### src/rtl/hazard_track_pipe.sv
// Hazard-tracking shift chain for the E..W stages of the 5-stage core.
// Also produces forwarding selects and the Tuse/Tnew stall request for D.
module hazard_track_pipe #(
    parameter int AW    = 5,
    parameter int RW    = 3,
    parameter int TW    = 2,
    parameter int NRD   = 2,
    parameter int DEPTH = 3,
    parameter int SW    = $clog2(DEPTH)
) (
    input  logic                     clk,
    input  logic                     rst,
    // in_valid qualifies the D fields; there is no ready: the D instruction
    // enters E on an edge with in_valid=1 and stall, flush, hold, rst all 0.
    input  logic                     in_valid,
    input  logic [NRD*AW-1:0]        in_ra,
    input  logic [AW-1:0]            in_wa,
    input  logic [RW-1:0]            in_res,
    input  logic [TW-1:0]            in_tnew,
    input  logic                     stall,
    input  logic                     flush,
    input  logic                     hold,
    input  logic [NRD*TW-1:0]        q_tuse,
    input  logic [NRD-1:0]           q_use,
    output logic [DEPTH-1:0]         st_valid,
    output logic [DEPTH*NRD*AW-1:0]  st_ra,
    output logic [DEPTH*AW-1:0]      st_wa,
    output logic [DEPTH*RW-1:0]      st_res,
    output logic [DEPTH*TW-1:0]      st_tnew,
    output logic [NRD-1:0]           fwd_hit,
    output logic [NRD*SW-1:0]        fwd_stage,
    output logic                     stall_req
);

    localparam int RAW = NRD * AW;

    logic [DEPTH-1:0] valid_q, valid_d;
    logic [RAW-1:0]   ra_q   [DEPTH];
    logic [RAW-1:0]   ra_d   [DEPTH];
    logic [AW-1:0]    wa_q   [DEPTH];
    logic [AW-1:0]    wa_d   [DEPTH];
    logic [RW-1:0]    res_q  [DEPTH];
    logic [RW-1:0]    res_d  [DEPTH];
    logic [TW-1:0]    tnew_q [DEPTH];
    logic [TW-1:0]    tnew_d [DEPTH];
    logic             load;

    function automatic logic [TW-1:0] sat_dec(input logic [TW-1:0] t);
        return (t == '0) ? '0 : t - TW'(1);
    endfunction

    always_comb begin
        valid_d = valid_q;
        ra_d    = ra_q;
        wa_d    = wa_q;
        res_d   = res_q;
        tnew_d  = tnew_q;
        load    = in_valid & ~stall & ~flush;
        if (!hold) begin
            // Stall and flush both collapse to a single bubble in E.
            valid_d[0] = load;
            ra_d[0]    = load ? in_ra   : '0;
            wa_d[0]    = load ? in_wa   : '0;
            res_d[0]   = load ? in_res  : '0;
            tnew_d[0]  = load ? in_tnew : '0;
            for (int k = 1; k < DEPTH; k++) begin
                valid_d[k] = valid_q[k-1];
                ra_d[k]    = ra_q[k-1];
                wa_d[k]    = wa_q[k-1];
                res_d[k]   = res_q[k-1];
                tnew_d[k]  = sat_dec(tnew_q[k-1]);
            end
        end
    end

    always_ff @(posedge clk) begin
        if (rst) begin
            valid_q <= '0;
            for (int k = 0; k < DEPTH; k++) begin
                ra_q[k]   <= '0;
                wa_q[k]   <= '0;
                res_q[k]  <= '0;
                tnew_q[k] <= '0;
            end
        end else begin
            valid_q <= valid_d;
            ra_q    <= ra_d;
            wa_q    <= wa_d;
            res_q   <= res_d;
            tnew_q  <= tnew_d;
        end
    end

    assign st_valid = valid_q;
    for (genvar k = 0; k < DEPTH; k++) begin : g_flat
        assign st_ra[k*RAW +: RAW] = ra_q[k];
        assign st_wa[k*AW +: AW]   = wa_q[k];
        assign st_res[k*RW +: RW]  = res_q[k];
        assign st_tnew[k*TW +: TW] = tnew_q[k];
    end

    // Depends only on registered state and D fields, never on stall.
    always_comb begin
        logic [AW-1:0] addr;
        logic          hit;
        logic [SW-1:0] sel;
        logic [TW-1:0] sel_tnew;
        fwd_hit   = '0;
        fwd_stage = '0;
        stall_req = 1'b0;
        addr      = '0;
        hit       = 1'b0;
        sel       = '0;
        sel_tnew  = '0;
        for (int i = 0; i < NRD; i++) begin
            addr     = in_ra[i*AW +: AW];
            hit      = 1'b0;
            sel      = '0;
            sel_tnew = '0;
            // Scan oldest to youngest so the youngest producer wins.
            for (int k = DEPTH - 1; k >= 0; k--) begin
                if (valid_q[k] && (wa_q[k] == addr) && (addr != '0)) begin
                    hit      = 1'b1;
                    sel      = SW'(k);
                    sel_tnew = tnew_q[k];
                end
            end
            fwd_hit[i]             = hit;
            fwd_stage[i*SW +: SW]  = sel;
            if (q_use[i] && hit && (sel_tnew > q_tuse[i*TW +: TW])) begin
                stall_req = 1'b1;
            end
        end
    end

endmodule

### config.mk
export PLATFORM = sky130hd
export DESIGN_NAME = hazard_track_pipe
export DESIGN_NICKNAME = d
export VERILOG_FILES = /design/src/rtl/hazard_track_pipe.sv
export SDC_FILE = /design/constraint.sdc
export NUM_CORES = 1
export LEC_CHECK = 0
export BUFFER_PORTS_ARGS = -buffer_cell sky130_fd_sc_hd__buf_2
export CELL_PAD_IN_SITES_DETAIL_PLACEMENT = 0
export CELL_PAD_IN_SITES_GLOBAL_PLACEMENT = 1
export CORE_MARGIN = 2
export CORE_UTILIZATION = 40
export CTS_BUF_LIST = sky130_fd_sc_hd__clkbuf_4
export DETAILED_ROUTE_END_ITERATION = 10
export PLACE_DENSITY_LB_ADDON = 0.1
export SYNTH_ARGS = -nofsm -noshare
export SYNTH_HDL_FRONTEND = slang
export SYNTH_SLANG_ARGS = --single-unit
### constraint.sdc
create_clock -name clk -period 3.5 [get_ports clk]
set_clock_uncertainty 0.05 [all_clocks]
set_input_delay 0.175 -clock clk [delete_from_list [all_inputs] [get_ports clk]]
set_output_delay 0.175 -clock clk [all_outputs]
set_load 0.02 [all_outputs]
-- Word-level counts from Yosys, hierarchy flattened
Cells that the tools add are included.
- bits in registers: 63
- output and inout bits: 70
- logic and storage cells: 73
- $add $sub $neg: 2
- $lt $le $gt $ge: 2
- equal/unequal tests: 6
- mux-type cells: 26
- bitwise gates (word level): 4
- reductions and logical operators: 20
- operators by type and width (cell ; number):
    5-bit == test ; 6
    2-bit 2-to-1 mux ; 15
    1-bit logical AND ; 16
    10-bit 2-to-1 mux ; 1
    5-bit nonzero test ; 2
    1-bit 2-to-1 mux ; 8
    5-bit 2-to-1 mux ; 1
    2-bit greater-than comparator ; 2
    2-bit logical NOT ; 2
    2-bit by 1-bit subtractor with 2-bit output, second input constant ; 2
    3-bit 2-to-1 mux ; 1
    1-bit bitwise AND ; 2
    1-bit inverter ; 2

-- Logic depth before layout (Yosys ltp)
- depth in word-level cells: 10
- gate-level depth with buffers: 10
- depth with buffers taken out: 9

-- Worst setup path before layout
No wires, ideal clock.
- kind: reg2out
- from: register wa_q (netlist bit st_wa[12])
- to: output port stall_req
- data arrival time: 2.401 ns
- path slack: 0.874 ns
- cell stages (with the launch flop): 10
- cell sequence: dfxtp_1 > xnor2_1 > nand4_1 > or4_4 > or3b_1 > a22oi_2 > ha_1 > nand2_1 > o211ai_1 > o22ai_1
- cells in the longest elaborated chain, start to end: 10
- RTL lines (what ; RTL line ; text):
    start: declaration ; 40 ; logic [AW-1:0] wa_q [DEPTH];
    start signal: assignment ; 88 ; wa_q <= wa_d;
    5-bit == test ; 122 ; if (valid_q[k] && (wa_q[k] == addr) && (addr != '0)) begin
    1-bit logical AND (2 in series) ; 122 ;
    2-bit 2-to-1 mux or 1-bit 2-to-1 mux (tied branches) (3 in series) ; 122 ;
    2-bit greater-than comparator or 1-bit logical AND (tied branches) ; 130 ; if (q_use[i] && hit && (sel_tnew > q_tuse[i*TW +: TW])) begin
    1-bit logical AND ; 130 ;
    1-bit 2-to-1 mux ; 130 ;
    1-bit 2-to-1 mux * ; 130 ;
    end: declaration ; 32 ; output logic stall_req
Every way passes the cells marked *; elsewhere a longest branch is shown, timed or not.

-- Worst setup path in the final report
Ends and elaborated chain as after synthesis.

==> metrics.txt <==
DR pass1 iterations 4; leak pwr around 1.7 nW; Die X 87.89 um; first-pass GRT wire length 11900 um; routed vias ~2500; Num CTS Buffers 9; r2r endpoint st_tnew[2]; commonest non-fill, non-tap cell in the layout buf_2; initial antenna violation count 0; Post-Route WL 7325 um; Iter 0 DRT Violations 59; largest net degree at the start of global routing 69; Nets 439; maxcap violations 0; Synth area leaders dfxtp_1, mux2i_1, nor2_1; crit path capture type output pin; max_slew headroom 0.3773; HP Class in2reg; Antenna Diode Count 0; Least-Margin Pin Slew 0.9341 ns; ys async rst share 0; worst skew pair latency 0.40 ns; H-tree depth 3; Worst EP arrival 2.85 ns; Die Ht between 80 and 90 um; Max clock buf depth 2; register area share after synthesis 0.4480; P per Cell Area 355.8 nW/um^2; clk sink count 63; drt drc 0; largest area contributor in the netlist dfxtp_1; post-route ant nets 0; vias per cell 4.921; I/O Buffers 101; wire per inst 14.53 um; Final Hold Viols 0; Setup WS post-layout roughly 0.42 ns; Starting Density 0.4144; share of layout cells above drive strength 1 0.3088; period utilisation layout 0.8791; Final GP Congestion 0.7817; die area between 7000 and 8000 um^2; root buf cell clkbuf_4; Setup CP Type reg2out; # IOs 102; Slew Limit Fails 0; hpwl dp slightly above 5000 um; Synthesis Warnings 0; pre-CTS setup slack a little over 0.8 ns; core area 6794 um^2; unrepaired setup endpoints after global routing no; Synth Register Bits 63; Post-Syn Instances 299; hold path start in_ra[8]; Netlist cell types 32; min cycle time layout 3.077 ns; syn_area_per_cell approximately 9.4 um^2; CP max FO 4; Peak Freq 0.3250 GHz; Mapped Area 2815 um^2; Syn-to-layout area delta 27.64%; Primary FF master, synth dfxtp_1; Startpoint Class register; setup_tns 0 ns; WHS Path Cells 3; CTS tree yes; vias in the first global route 2402; setup violators final 0; Synth top area share 0.4480; status finished, final reports clean; EDFF count, synth 0; WHS Endpoint st_ra[8]; site row count 30; Reg-to-Reg Start st_tnew[1]; internal reg-to-reg setup slack around 2.5 ns; Total GRT Usage 0.2009; commonest cells after routing, fill and taps aside buf_2, nor2_1, dfxtp_1, mux2i_1; CP required approximately 3.3 ns; Synthesized Nets ~340; VDD IR-drop max 0.1692 mV; FF-to-FF path depth 4; clock slew at reported path FFs 0.12 ns; Overflow after GRT 0
worst max path at each step:
stage | startpoint | to | cells after the start
after floorplan | st_wa[12] | stall_req | 9
after global placement | in_ra[7] | stall_req | 11
after detailed placement | in_ra[7] | stall_req | 11
after CTS | st_wa[12] | stall_req | 10
after global routing | st_wa[14] | stall_req | 10
final | st_wa[12] | stall_req | 10
flip-flops by register name, summed over array words and instances (netlist names):
register  cells
st_ra        30
st_wa        15
st_valid      3
st_tnew       6
st_res        9
layout make-up:
cell class	instances	area (um^2)
timing repair buffer	113	623.1
tap	96	120.1
clock inverter	6	37.54
sequential	63	1261
inverter	6	22.52
fill	668	3201
multi-input combinational	210	1454
clock buffer	10	75.07
cell families after synthesis:
group | share of synthesized area
AOI/OAI and AO/OA | 0.09155
xor gates and xnor gates | 0.09333
adders and majority gates | 0.01778
buffers and inverters | 0.03778
DFF | 0.4480
muxes | 0.1351
and+or+nand+nor | 0.1765
through the flow:
stage	std cells	hold WS [ns]	util	power, W	cell area [um^2]
CTS	504	0.03685	0.5289	0.001291	3593
finish	504	0.06292	0.5289	0.001278	3593
detailed placement	478	0.3660	0.4976	0.0008625	3381
global route	504	0.03232	0.5289	0.001337	3593
floorplan	299	0.2691	-	0.0008198	2815
global placement	478	0.3558	0.4976	0.0008617	3381
report_power, final:
part / internal [W] / switching, W / leakage (nW)
Combinational: 0.0000539 / 0.0000699 / 1.16
Sequential: 0.000722 / 0.00000702 / 0.508
Clock: 0.000150 / 0.000275 / 0.0582
Total: 0.000926 / 0.000352 / 1.73
routing by layer:
metal	part of all wire	global-route usage	wire [um]	up-vias
li1	-	-	-	1240
met1	0.46	0.2597	3382	1151
met2	0.46	0.3085	3387	72
met3	0.054	0.04901	392	17
met4	0.022	0.1091	163	0
met5	0	0	0	-
critical path: stages (launching register included):
cell and delay, ns:
dfxtp_1 0.43, xnor2_1 0.14, nand4_1 0.12, or4_4 0.46, or3b_1 0.38, a22oi_2 0.13, ha_1 0.25, nor2b_1 0.13
o211ai_1 0.15, o22ai_1 0.10, buf_2 0.17
synth_stat cells (2+ instances only):
| cell | count |
|---|---|
| nor2b_1 | 3 |
| ha_1 | 4 |
| o22ai_1 | 3 |
| dfxtp_1 | 63 |
| a21oi_1 | 6 |
| nor3b_1 | 5 |
| nand2_1 | 5 |
| nand4_1 | 6 |
| inv_1 | 6 |
| xor2_1 | 10 |
| clkbuf_1 | 13 |
| xnor2_1 | 20 |
| mux2i_1 | 38 |
| nor3_1 | 4 |
| buf_1 | 5 |
| or4_1 | 3 |
| nor4_2 | 3 |
| nor2_1 | 66 |
| a22oi_1 | 20 |
| a21o_1 | 3 |
| o211ai_1 | 2 |
repair_timing:
item	CTS	global route
endpoints found under the hold margin	10	0
hold buffers	10	0
setup buffers	0	0
gates resized for setup	0	0
Power figures use the tool's default switching activity.
